## config.mk

```make
export PLATFORM = sky130hd
export DESIGN_NAME = clk_gen
export DESIGN_NICKNAME = d
export VERILOG_FILES = /design/src/rtl/clk_gen_pkg.sv /design/src/rtl/clk_gen_cnt.sv /design/src/rtl/clk_gen.sv
export SDC_FILE = /design/constraint.sdc
export NUM_CORES = 1
export LEC_CHECK = 0
export BUFFER_PORTS_ARGS = -buffer_cell sky130_fd_sc_hd__buf_2
export CORE_ASPECT_RATIO = 1.5
export CORE_MARGIN = 10
export CORE_UTILIZATION = 65
export CTS_CLUSTER_DIAMETER = 40
export DETAILED_ROUTE_END_ITERATION = 10
export GPL_ROUTABILITY_DRIVEN = 0
export HOLD_SLACK_MARGIN = 0.1
export PLACE_DENSITY = 0.95
export REMOVE_ABC_BUFFERS = 1
export SYNTH_ARGS = -nofsm -noshare
export SYNTH_HDL_FRONTEND = slang
export SYNTH_SLANG_ARGS = --single-unit
```

## constraint.sdc

```tcl
create_clock -name clk_i -period 8.9 [get_ports clk_i]
set_clock_uncertainty 0.2 [all_clocks]
set_input_delay 1.78 -clock clk_i [delete_from_list [all_inputs] [get_ports clk_i]]
set_output_delay 1.78 -clock clk_i [all_outputs]
set_load 0.01 [all_outputs]
```

## src/rtl/clk_gen_pkg.sv

```systemverilog
// Shared types and helpers for the clk_gen reference-clock generator.
// Optional build macro used by the generator files: CLK_GEN_DUTY50_EN.
package clk_gen_pkg;

  localparam int unsigned DIV_MIN       = 2;
  localparam int unsigned DIV_WIDTH_DEF = 16;

  typedef logic [DIV_WIDTH_DEF-1:0] div_t;

  // Rounded period ratio, clamped to what a width-bit divider can represent.
  function automatic int unsigned calc_div(input int unsigned period,
                                           input int unsigned src_period,
                                           input int unsigned width);
    longint unsigned d;
    longint unsigned dmax;
    d    = (64'(period) + 64'(src_period / 2)) / 64'(src_period);
    dmax = (64'd1 << width) - 64'd1;
    if (d < 64'(DIV_MIN)) begin
      d = 64'(DIV_MIN);
    end else if (d > dmax) begin
      d = dmax;
    end
    return 32'(d);
  endfunction

endpackage

```

## src/rtl/clk_gen_cnt.sv

```systemverilog
// Period counter for clk_gen: wraps at div-1 and flags whether the next count is in the high phase.
// With CLK_GEN_DUTY50_EN the high phase is floor(div/2); the top adds the extra half cycle.
module clk_gen_cnt
  import clk_gen_pkg::*;
#(
  parameter int unsigned DIV_WIDTH = 16
) (
  input  logic                 clk_i,
  input  logic                 rst_ni,
  input  logic                 clr_i,
  input  logic [DIV_WIDTH-1:0] div_i,
  output logic                 wrap_o,
  output logic                 high_next_o
);

  logic [DIV_WIDTH-1:0] cnt_q;
  logic [DIV_WIDTH-1:0] cnt_d;
  logic [DIV_WIDTH-1:0] high_len;

  // >= rather than == keeps the counter bounded even if div_i were ever to shrink mid-period.
  assign wrap_o = (cnt_q >= (div_i - 1'b1));

`ifdef CLK_GEN_DUTY50_EN
  assign high_len = div_i >> 1;
`else
  assign high_len = div_i - (div_i >> 1);
`endif

  always_comb begin
    cnt_d = cnt_q + 1'b1;
    if (clr_i || wrap_o) begin
      cnt_d = '0;
    end
  end

  assign high_next_o = (cnt_d < high_len);

  always_ff @(posedge clk_i or negedge rst_ni) begin
    if (!rst_ni) begin
      cnt_q <= '0;
    end else begin
      cnt_q <= cnt_d;
    end
  end

endmodule

```

## src/rtl/clk_gen.sv

```systemverilog
// Integer-divided, glitch-free reference clock with a runtime valid/ready divider update.
// CLK_GEN_DUTY50_EN adds a falling-edge flop so odd divisors give an exact 50% duty cycle.
module clk_gen
  import clk_gen_pkg::*;
#(
  parameter int unsigned CLK_PERIOD = 30517,
  parameter int unsigned SRC_PERIOD = 10,
  parameter int unsigned DIV_WIDTH  = 16
) (
  input  logic                 clk_i,
  input  logic                 rst_ni,
  input  logic                 en_i,
  input  logic                 div_valid_i,
  input  logic [DIV_WIDTH-1:0] div_i,
  output logic                 div_ready_o,
  output logic [DIV_WIDTH-1:0] div_o,
  output logic                 clk_o,
  output logic                 tick_o
);

  localparam int unsigned          DEFAULT_DIV = calc_div(CLK_PERIOD, SRC_PERIOD, DIV_WIDTH);
  localparam logic [DIV_WIDTH-1:0] DIV_RST     = DIV_WIDTH'(DEFAULT_DIV);
  localparam logic [DIV_WIDTH-1:0] DIV_LO      = DIV_WIDTH'(DIV_MIN);

  logic                 run_q, run_d;
  logic                 clk_q, clk_d;
  logic                 tick_q, tick_d;
  logic                 pend_q, pend_d;
  logic [DIV_WIDTH-1:0] div_q, div_d;
  logic [DIV_WIDTH-1:0] pdiv_q, pdiv_d;
  logic                 wrap;
  logic                 high_next;
  logic                 clr;

  // Idle holds the counter at 0; a stop request only lands on the wrap so no runt pulse escapes.
  assign clr = ~run_q | (wrap & ~en_i);

  clk_gen_cnt #(
    .DIV_WIDTH(DIV_WIDTH)
  ) u_cnt (
    .clk_i      (clk_i),
    .rst_ni     (rst_ni),
    .clr_i      (clr),
    .div_i      (div_q),
    .wrap_o     (wrap),
    .high_next_o(high_next)
  );

  always_comb begin
    run_d  = run_q ? ~(wrap & ~en_i) : en_i;
    clk_d  = run_d & high_next;
    tick_d = clk_d & ~clk_q;
    div_d  = div_q;
    pend_d = pend_q;
    pdiv_d = pdiv_q;
    // Apply and accept are mutually exclusive: acceptance needs pend_q low.
    if (pend_q && (!run_q || wrap)) begin
      div_d  = pdiv_q;
      pend_d = 1'b0;
    end else if (div_valid_i && !pend_q) begin
      pend_d = 1'b1;
      pdiv_d = (div_i < DIV_LO) ? DIV_LO : div_i;
    end
  end

  always_ff @(posedge clk_i or negedge rst_ni) begin
    if (!rst_ni) begin
      run_q  <= 1'b0;
      clk_q  <= 1'b0;
      tick_q <= 1'b0;
      pend_q <= 1'b0;
      div_q  <= DIV_RST;
      pdiv_q <= DIV_RST;
    end else begin
      run_q  <= run_d;
      clk_q  <= clk_d;
      tick_q <= tick_d;
      pend_q <= pend_d;
      div_q  <= div_d;
      pdiv_q <= pdiv_d;
    end
  end

`ifdef CLK_GEN_DUTY50_EN
  logic neg_q;

  always_ff @(negedge clk_i or negedge rst_ni) begin
    if (!rst_ni) begin
      neg_q <= 1'b0;
    end else begin
      neg_q <= clk_q & div_q[0];
    end
  end

  assign clk_o = clk_q | neg_q;
`else
  assign clk_o = clk_q;
`endif

  assign tick_o      = tick_q;
  assign div_o       = div_q;
  assign div_ready_o = ~pend_q;

endmodule

```

# [Word level (Yosys, flattened, before mapping)]
# Cells that the tools add are included.
[word_totals] reg_bits=52 input_bits=20 wordCells=36
[op_classes] addsub=3 magnitude_cmp=3 mux=5 bitwise_logic=10 n_reduce_logical=8
[op_table] op="two-way mux 16 bit" count=2
[op_table] op="adder 16 x 1 -> 16 bit (second input constant)" count=1
[op_table] op="greater-or-equal comparator 16 bit" count=1
[op_table] op="< comparator 16 bit" count=1
[op_table] op="< comparator 16 x 2 -> 1 bit (second input constant)" count=1
[op_table] op="subtractor 16 x 1 -> 16 bit (second input constant)" count=1
[op_table] op="subtractor 16 x 15 -> 16 bit" count=1
[op_table] op="inverter 1 bit" count=6
[op_table] op="AND 1 bit" count=3
[op_table] op="two-way mux 1 bit" count=3
[op_table] op="logical AND 1 bit" count=2
[op_table] op="logical NOT 1 bit" count=2
[op_table] op="logical OR 1 bit" count=2
[op_table] op="AND reduction 2 bit" count=1
[op_table] op="nonzero test 2 bit" count=1
[op_table] op="bitwise OR 1 bit" count=1

# [Logic depth before layout (Yosys ltp)]
# Gate-level depths: netlist of run 1.
[logic_depth] depth_word=9 depth_mapped=24 depth_no_buf=22

# [Hierarchy]
# From an unflattened synthesis of run 1, not the netlist that was laid out.
[unflattened] hier_cells=401 area_unflattened_um2=4076.4
[modules_own_cells] module="clk_gen_cnt" instances=1 cells_per_inst=312 area_per_inst_um2=2617.5
[modules_own_cells] module="clk_gen" instances=1 cells_per_inst=89 area_per_inst_um2=1458.9

# [Worst setup path before layout of run 1]
# OpenSTA, ideal clock, no wires.
[synth_timing] path_type="reg2reg" start="reg div_q[2] (netlist: div_o[2])" end="reg tick_q (netlist: tick_o)" setup_ns=0.135 t_arrival_ns=4.776 required_ns=8.565 setup_slack_ns=3.789 stages_incl_launch_ff=25 n_path_buf=2 synth_period_minus_slack_ns=5.111 cell_sequence="dfstp_2 inv_1 ha_1 a21boi_0 o21ai_0 a21boi_0 and2_1 nand2_1 xnor2_1 ha_1 a21oi_1 o21ai_0 a2111oi_0 a211oi_1 or2_2 buf_2 buf_2 nor2_1 ha_1 and3_1 nand4_1 a2111o_1 o21ai_0 nor2_1 nor4b_1"
[synth_via] elab_chain_cells=9 word_cells_on_any_way=12 cone_classes="add/sub: 2; order compare: 2; mux: 2; bitwise: 5; reduce/logical: 1"
[synth_lines] element="start: declaration" line="clk_gen.sv:29" text="logic [DIV_WIDTH-1:0] div_q, div_d;"
[synth_lines] element="start signal: assignment" line="clk_gen.sv:79" text="div_q <= div_d;"
[synth_lines] element="subtractor 16 x 1 -> 16 bit (*)" line="clk_gen_cnt.sv:21" text="assign wrap_o = (cnt_q >= (div_i - 1'b1));"
[synth_lines] element="greater-or-equal comparator 16 bit (*)" line="clk_gen_cnt.sv:21"
[synth_lines] element="AND 1 bit" line="clk_gen.sv:36" text="assign clr = ~run_q | (wrap & ~en_i);"
[synth_lines] element="bitwise OR 1 bit" line="clk_gen.sv:36"
[synth_lines] element="logical OR 1 bit (*)" line="clk_gen_cnt.sv:31" text="if (clr_i || wrap_o) begin"
[synth_lines] element="two-way mux 16 bit (*)" line="clk_gen_cnt.sv:31"
[synth_lines] element="via u_cnt.cnt_d[15]" line="clk_gen_cnt.sv:17" text="logic [DIV_WIDTH-1:0] cnt_d;"
[synth_lines] element="< comparator 16 bit (*)" line="clk_gen_cnt.sv:36" text="assign high_next_o = (cnt_d < high_len);"
[synth_lines] element="AND 1 bit (*)" line="clk_gen.sv:51" text="clk_d = run_d & high_next;"
[synth_lines] element="AND 1 bit (*)" line="clk_gen.sv:52" text="tick_d = clk_d & ~clk_q;"
[synth_lines] element="via tick_d" line="clk_gen.sv:27" text="logic tick_q, tick_d;"
[synth_lines] element="end signal: assignment" line="clk_gen.sv:77" text="tick_q <= tick_d;"
[synth_lines] element="end: declaration" line="clk_gen.sv:27"
# Mark *: on every way through the listed nets, which the timed path passes. The rest lies on a longest branch.
# A chain may end at the register's enable or synchronous reset.

# [Worst setup path in the final report of run 1]
# Same ends and word-level chain as after synthesis.

==> reports/results.ini, run 1 <==
[outcome]
status=finished clean

[drt]
drc=0
antenna_left=0
drt_iter0_markers=246
wirelength_mm=9.427
wire_per_inst_microns=18.06
via_count=3220
vias_per_cell=6.169
drt_first_pass_iters=6

[yosys]
netlist_area_sq_mm=0.004011
synth_top_family_by_area=adder cells
synth_adder_area_share=0.2077
synth-xor-area-share=0.08952
yosys.area.top_type=dfrtp_1
synth_ff_type=dfrtp_1
synth-compound-area-share=0.1042
synth_area_leaders=dfrtp_1, ha_1, dfstp_2
synth_simple_gate_area_share=0.1435
syn_avg_cell_area_sq_um=9.905
synth_edf_count=0
synth_seq_area_share=0.3294
synth_top_area_share=0.2246
yosysWarningCount=0
synth_seq_cells=52
syn_inst=405
synthMuxAreaShare=0.08391
ys_types=47
synthArstFlopShare=1.000

[critical_path]
critPathLaunchType=flip-flop
reg2reg_from=div_o[2]
crit_slowest_cell=a2111oi_0
critPathArrivalTime_ps=6020
crit_buf_inv=1
path_cells=inv_1 > ha_1 > a21boi_0 > o21ai_0 > a21boi_0 > and2_1 > nand2_1 > xnor2_1 > ha_1 > a21oi_1 > o21ai_0 > a2111oi_0 > a211oi_1 > or2_2 > nor2_1 > ha_1 > a2111oi_0 > o21ai_0 > nor2_1 > nor4b_1
cp-end-kind=flip-flop
critPathMaxFanout=18
required_ps=8880
slowest_delay_ps=590
crit_start=div_o[2]
cp_top_family=compound AO/OA/AOI/OAI gates
crit_type=reg2reg

[floorplan]
fp.dieH_microns=116.2
std_cell_rows=35
core_area_sq_mm=0.006087
die_w_microns=84.14
io-pin-count=39
initial_core_util=0.6590
die_area_sq_mm=0.009778

[clock_tree]
clk_latency_ps=310
clockBufferDepth=2
cts-buffers-inserted=5
clk_pin_slew_worst_paths_ps=100
cts_resized=0
clock_sinks=52
cts_hold_buffers=0
h-tree-depth=2
post-cts-setup-buffer-count=0
cts_root_buf=clkbuf_8
cts_tree=done

[grt]
grt_overflow=0
grt_antenna_before_repair=0
grt_max_degree=53
grt_pass1_vias=3486
grt_use_total=0.1974
grt_pass1_wl_mm=16.06

[sta]
slew_headroom=0.4180
grt_setup_unrepaired=false
post-route-period-util=0.6777
tightest_slew_ps=872.9
setup_viol=0
fin_ws_ps=2869
tns_ps=0
maxSlewViolCount=0
final_hold_viol_count=0
min_period_ps=6031
fmax_ghz=0.1658

[min_path]
min_path_type=reg2reg
worstHoldStart=clk_o

[job]
drv_cap=0

[power_and_ir_drop]
p_int_mw=0.3321
p_sw_mw=0.08751
clockPowerShare=0.411
power_frac_comb=0.025
powerDensity_mw_per_mm2=95.41
ir_drop_v=0.00008958
seqPwrFrac=0.564
switching_share=0.2086
p_leak_nw=2.162

[cells_and_area]
drive_gt1_frac=0.2232
antenna_cells=0
fin_nets=533
fillers=392
regArea_sq_mm=0.001321
multi_input_area_sq_mm=0.002522
syn_to_final_growth_pct=9.638

[placement]
portBuffers=38
detailedPlace.worstSlack_ps=3252
hpwl_mm=7.019

[worst register-to-register path, cell delays in order, from the launching register on]
cell and delay (ps):
dfstp_2 580, inv_1 140, ha_1 220, a21boi_0 300, o21ai_0 190, a21boi_0 330
and2_1 270, nand2_1 110, xnor2_1 200, ha_1 290, a21oi_1 140, o21ai_0 90
a2111oi_0 330, a211oi_1 210, or2_2 490, nor2_1 230, ha_1 280, a2111oi_0 590
o21ai_0 200, nor2_1 170, nor4b_1 340
[state kept, by name, summed over array words and instances (netlist names)]
signal and flops:
pdiv_q 16, run_q 1, clk_o 1, u_cnt.cnt_q 16
tick_o 1, div_o 16, pend_q 1
[synthesized netlist by cell type, drive strengths merged (10+ instances only)]
master	number
ha	65
nor2	45
inv	38
dfrtp	36
xnor2	31
mux2	29
nand2	17
dfstp	16
o21ai	15
a21oi	14
nand3	10
xor2	10
[kinds of logic after synthesis]
kind of cell | Yosys count
compound gates | 56
simple gates | 118
xor+xnor | 41
flops | 52
mux | 30
buf+inv | 42
fa+ha+maj | 66
[stage by stage]
stage / cells / total power [mW] / utilization / hold slack (ps) / instance area, sq um
after floorplan: 401 / 0.2415 / - / 246.0 / 3986
after global placement: 514 / 0.2514 / 0.7026 / 239.2 / 4277
after detailed placement: 514 / 0.2517 / 0.7026 / 243.8 / 4277
after CTS: 522 / 0.4210 / 0.7225 / 259.3 / 4398
after global routing: 522 / 0.4322 / 0.7225 / 271.7 / 4398
final: 522 / 0.4196 / 0.7225 / 275.8 / 4398
[per-layer routing]
metal	share of wire	GRT usage	up-vias	routed length (microns)
met5	0	0	-	0
met4	0.033	0.09295	0	310
met3	0.043	0.03140	33	405
met2	0.55	0.3769	129	5183
met1	0.37	0.2040	1552	3529
li1	-	-	1506	-
[layout by cell type (no fill, tap or decap), types with 2 or more instances in the layout]
master	synthesis	layout
ha_1	65	65
nor2_1	45	45
inv_1	38	38
buf_2	2	38
dfrtp_1	36	36
xnor2_1	31	31
mux2_2	29	29
nand2_1	17	17
dfstp_2	16	16
o21ai_0	14	14
a21oi_1	14	14
nand3_1	10	10
xor2_1	10	10
and3_1	7	7
nor3_1	7	7
nand4_1	6	6
nand2b_1	6	6
clkbuf_8	0	6
nor4_1	5	5
a21boi_0	4	4
o211ai_1	4	4
a2111oi_0	3	3
nor3b_1	3	3
a211oi_1	3	3
or2_2	3	3
and2_1	2	2
o31a_1	2	2
or4_1	2	2
a221oi_1	2	2
[final cells by class]
type	count	share of cell area
multi-input cells	311	0.5735
flip-flops and latches	52	0.3004
repair buffers	39	0.04495
inverters	38	0.03243
well taps	74	0.02105
clock buffers	6	0.01878
clock inverters	2	0.008819
[worst paths after layout]
kind / end / slack (ps) / cells after the start
setup / recovery: tick_o / 2870 / 20
hold / removal: tick_o / 280 / 1
setup reg to reg: tick_o / 2870 / 20
hold reg to reg: tick_o / 280 / 1
max in group asynchronous: div_o[10] / 6710 / 2
min in group asynchronous: u_cnt.cnt_q[13] / 1370 / 2
[power groups by stage]
stage	Combinational (mW)	Sequential, mW	Clock, mW
after global placement	0.0105	0.241	0
after global routing	0.0119	0.237	0.184
after detailed placement	0.0109	0.241	0
after floorplan	0.000656	0.241	0
after CTS	0.0109	0.236	0.174
final	0.0106	0.236	0.173
Note: power is estimated with default switching activity, not from simulation.
==> run 2, diff against run 1 <==
- CORE_UTILIZATION: 65 -> 54
- PLACE_DENSITY: 0.95 -> 0.89
- clock period: 8.9 -> 5.08 ns (I/O delays scaled with it)
==> run 2 against run 1 <==
  * Largest power group unchanged
  * Sequential power increased by 75%
  * Maximum frequency grew 18%
  * Hold slack better by 19 ps
  * Sequential share of layout area is 2.5 points lower
  * The flow now finishes with violations (negative setup slack)
  * Highest routed layer unchanged
  * Via count rose by 3.9%
==> reports/results.ini, run 2 (synthesized netlist as in run 1, its figures left out) <==
[floorplan]
initial_core_util=0.5551
die_area_sq_mm=0.01135
io-pin-count=39
die_w_microns=90.37
core_area_sq_mm=0.007227
std_cell_rows=38
fp.dieH_microns=125.6

[power_and_ir_drop]
p_leak_nw=2.270
powerDensity_mw_per_mm2=142.2
p_total_mw=0.6811
ir_drop_v=0.0002090

[clock_tree]
cts_root_buf=clkbuf_8
clk_pin_slew_worst_paths_ps=90
h-tree-depth=2
clk_latency_ps=330
clockBufferDepth=2
clock_sinks=52
cts-buffers-inserted=5
cts_tree=done

[min_path]
whs_endpoint=tick_o
min_path_type=reg2reg
worstHoldStart=clk_o
min_path_cells=1

[cells_and_area]
drive_gt1_frac=0.3333
fillers=547
multi_input_area_sq_mm=0.002763
regArea_sq_mm=0.001321
layout_common_cells=ha_1, buf_2, inv_1, dfrtp_1, xnor2_1
fin_nets=553
utilization=0.6629
syn_to_final_growth_pct=19.43
antenna_cells=0
final_common_cell=ha_1
final_area_sq_mm=0.004791

[critical_path]
slowest_delay_ps=550
path_cells=inv_2 > ha_1 > a21boi_2 > o21ai_2 > a21boi_2 > and2_1 > buf_4 > xnor2_1 > ha_1 > a21oi_2 > o21ai_2 > a2111oi_4 > a211oi_2 > or2_4 > nor2_2 > ha_1 > a2111oi_1 > buf_4 > o21ai_0 > nor2_1 > nor4b_4
required_ps=5110
rrSetupSlack_ps=-40
cp-end-kind=flip-flop
r2r_cells=21
crit_buf_inv=3
critPathMaxFanout=4
crit_slowest_cell=dfstp_2
crit_type=reg2reg
crit_top_cell=ha_1
critPathLaunchType=flip-flop
critPathArrivalTime_ps=5150
reg2reg_from=div_o[2]
cp_top_family=compound AO/OA/AOI/OAI gates
cp.depth=21
rr_endpoint=tick_o

[placement]
portBuffers=38
place_area_sq_mm=0.004399
hpwl_mm=7.497

[drt]
drc=0
vias_per_cell=5.889
wirelength_mm=10.36
drt_first_pass_iters=5
via_count=3345
antenna_left=0
drt_iter0_markers=230
wire_per_inst_microns=18.24

[sta]
fin_ws_ps=-35.15
post-route-period-util=1.007
final_hold_viol_count=0
tightest_slew_ps=838.7
setup_viol=2
tns_ps=-46.94
min_period_ps=5115
fmax_ghz=0.1955
maxSlewViolCount=0
slew_headroom=0.4395

[job]
drv_cap=0

[grt]
grt_use_total=0.1621
grt_overflow=0
grt_pass1_wl_mm=15.30
grt_pass1_vias=3416
grt_antenna_before_repair=0
grt_max_degree=53

[outcome]
status=finished with violations
violations=negative setup slack

-- run 2: cell types whose count changed in the layout (fill, tap and decap cells not counted), sizes merged --
cell | before | now
clkinv | 1 | 2
inv | 38 | 39
clkbuf | 6 | 5
bufinv | 1 | 0
or2 | 4 | 5
buf | 39 | 58
-- run 2: layout make-up --
cell class,instances,share of cell area
Timing Repair Buffer,58,0.07260
Tap cell,100,0.02612
Multi-Input combinational cell,312,0.5767
Clock inverter,3,0.004701
Clock buffer,5,0.01436
Sequential cell,52,0.2758
Inverter,38,0.02977
-- run 2: where the power goes --
part,internal (mW),switching (mW),leakage (nW)
Combinational,0.00629,0.0124,1.58
Clock,0.0989,0.149,0.0485
Sequential,0.414,0,0.638
Total,0.520,0.162,2.27
-- run 2: worst max-delay path by stage --
stage | start | end | slack [ps]
2_1_floorplan | div_o[2] | tick_o | 130
3_3_place_gp | div_o[2] | tick_o | 180
3_5_place_dp | div_o[2] | tick_o | -170
4_1_cts | div_o[2] | tick_o | 40
5_1_grt | div_o[2] | tick_o | -240
6_report | div_o[2] | tick_o | -40
-- run 2: layer usage --
metal / GRT usage / wire length (microns) / up-vias
met5: 0 / 0 / -
met4: 0.1024 / 543 / 0
met1: 0.1629 / 3888 / 1635
met3: 0.02275 / 362 / 41
met2: 0.3040 / 5563 / 131
li1: - / - / 1538
-- run 2: through the flow --
step	instances	worst slack, ps	hold slack, ps
final	568	-35.15	294.7
after global routing	568	-235.7	298.3
after CTS	560	41.46	242.0
after detailed placement	552	-168.3	230.3
after global placement	552	176.7	224.3
after floorplan	401	133.2	246.0
-- run 2: repair_timing --
action / in CTS / in global routing
resized for setup: 4 / 54
pin swaps: 0 / 20
setup endpoints to repair: 2 / 2
gates cloned: 0 / 1
hold buffers: 0 / 0
setup buffers: 0 / 7
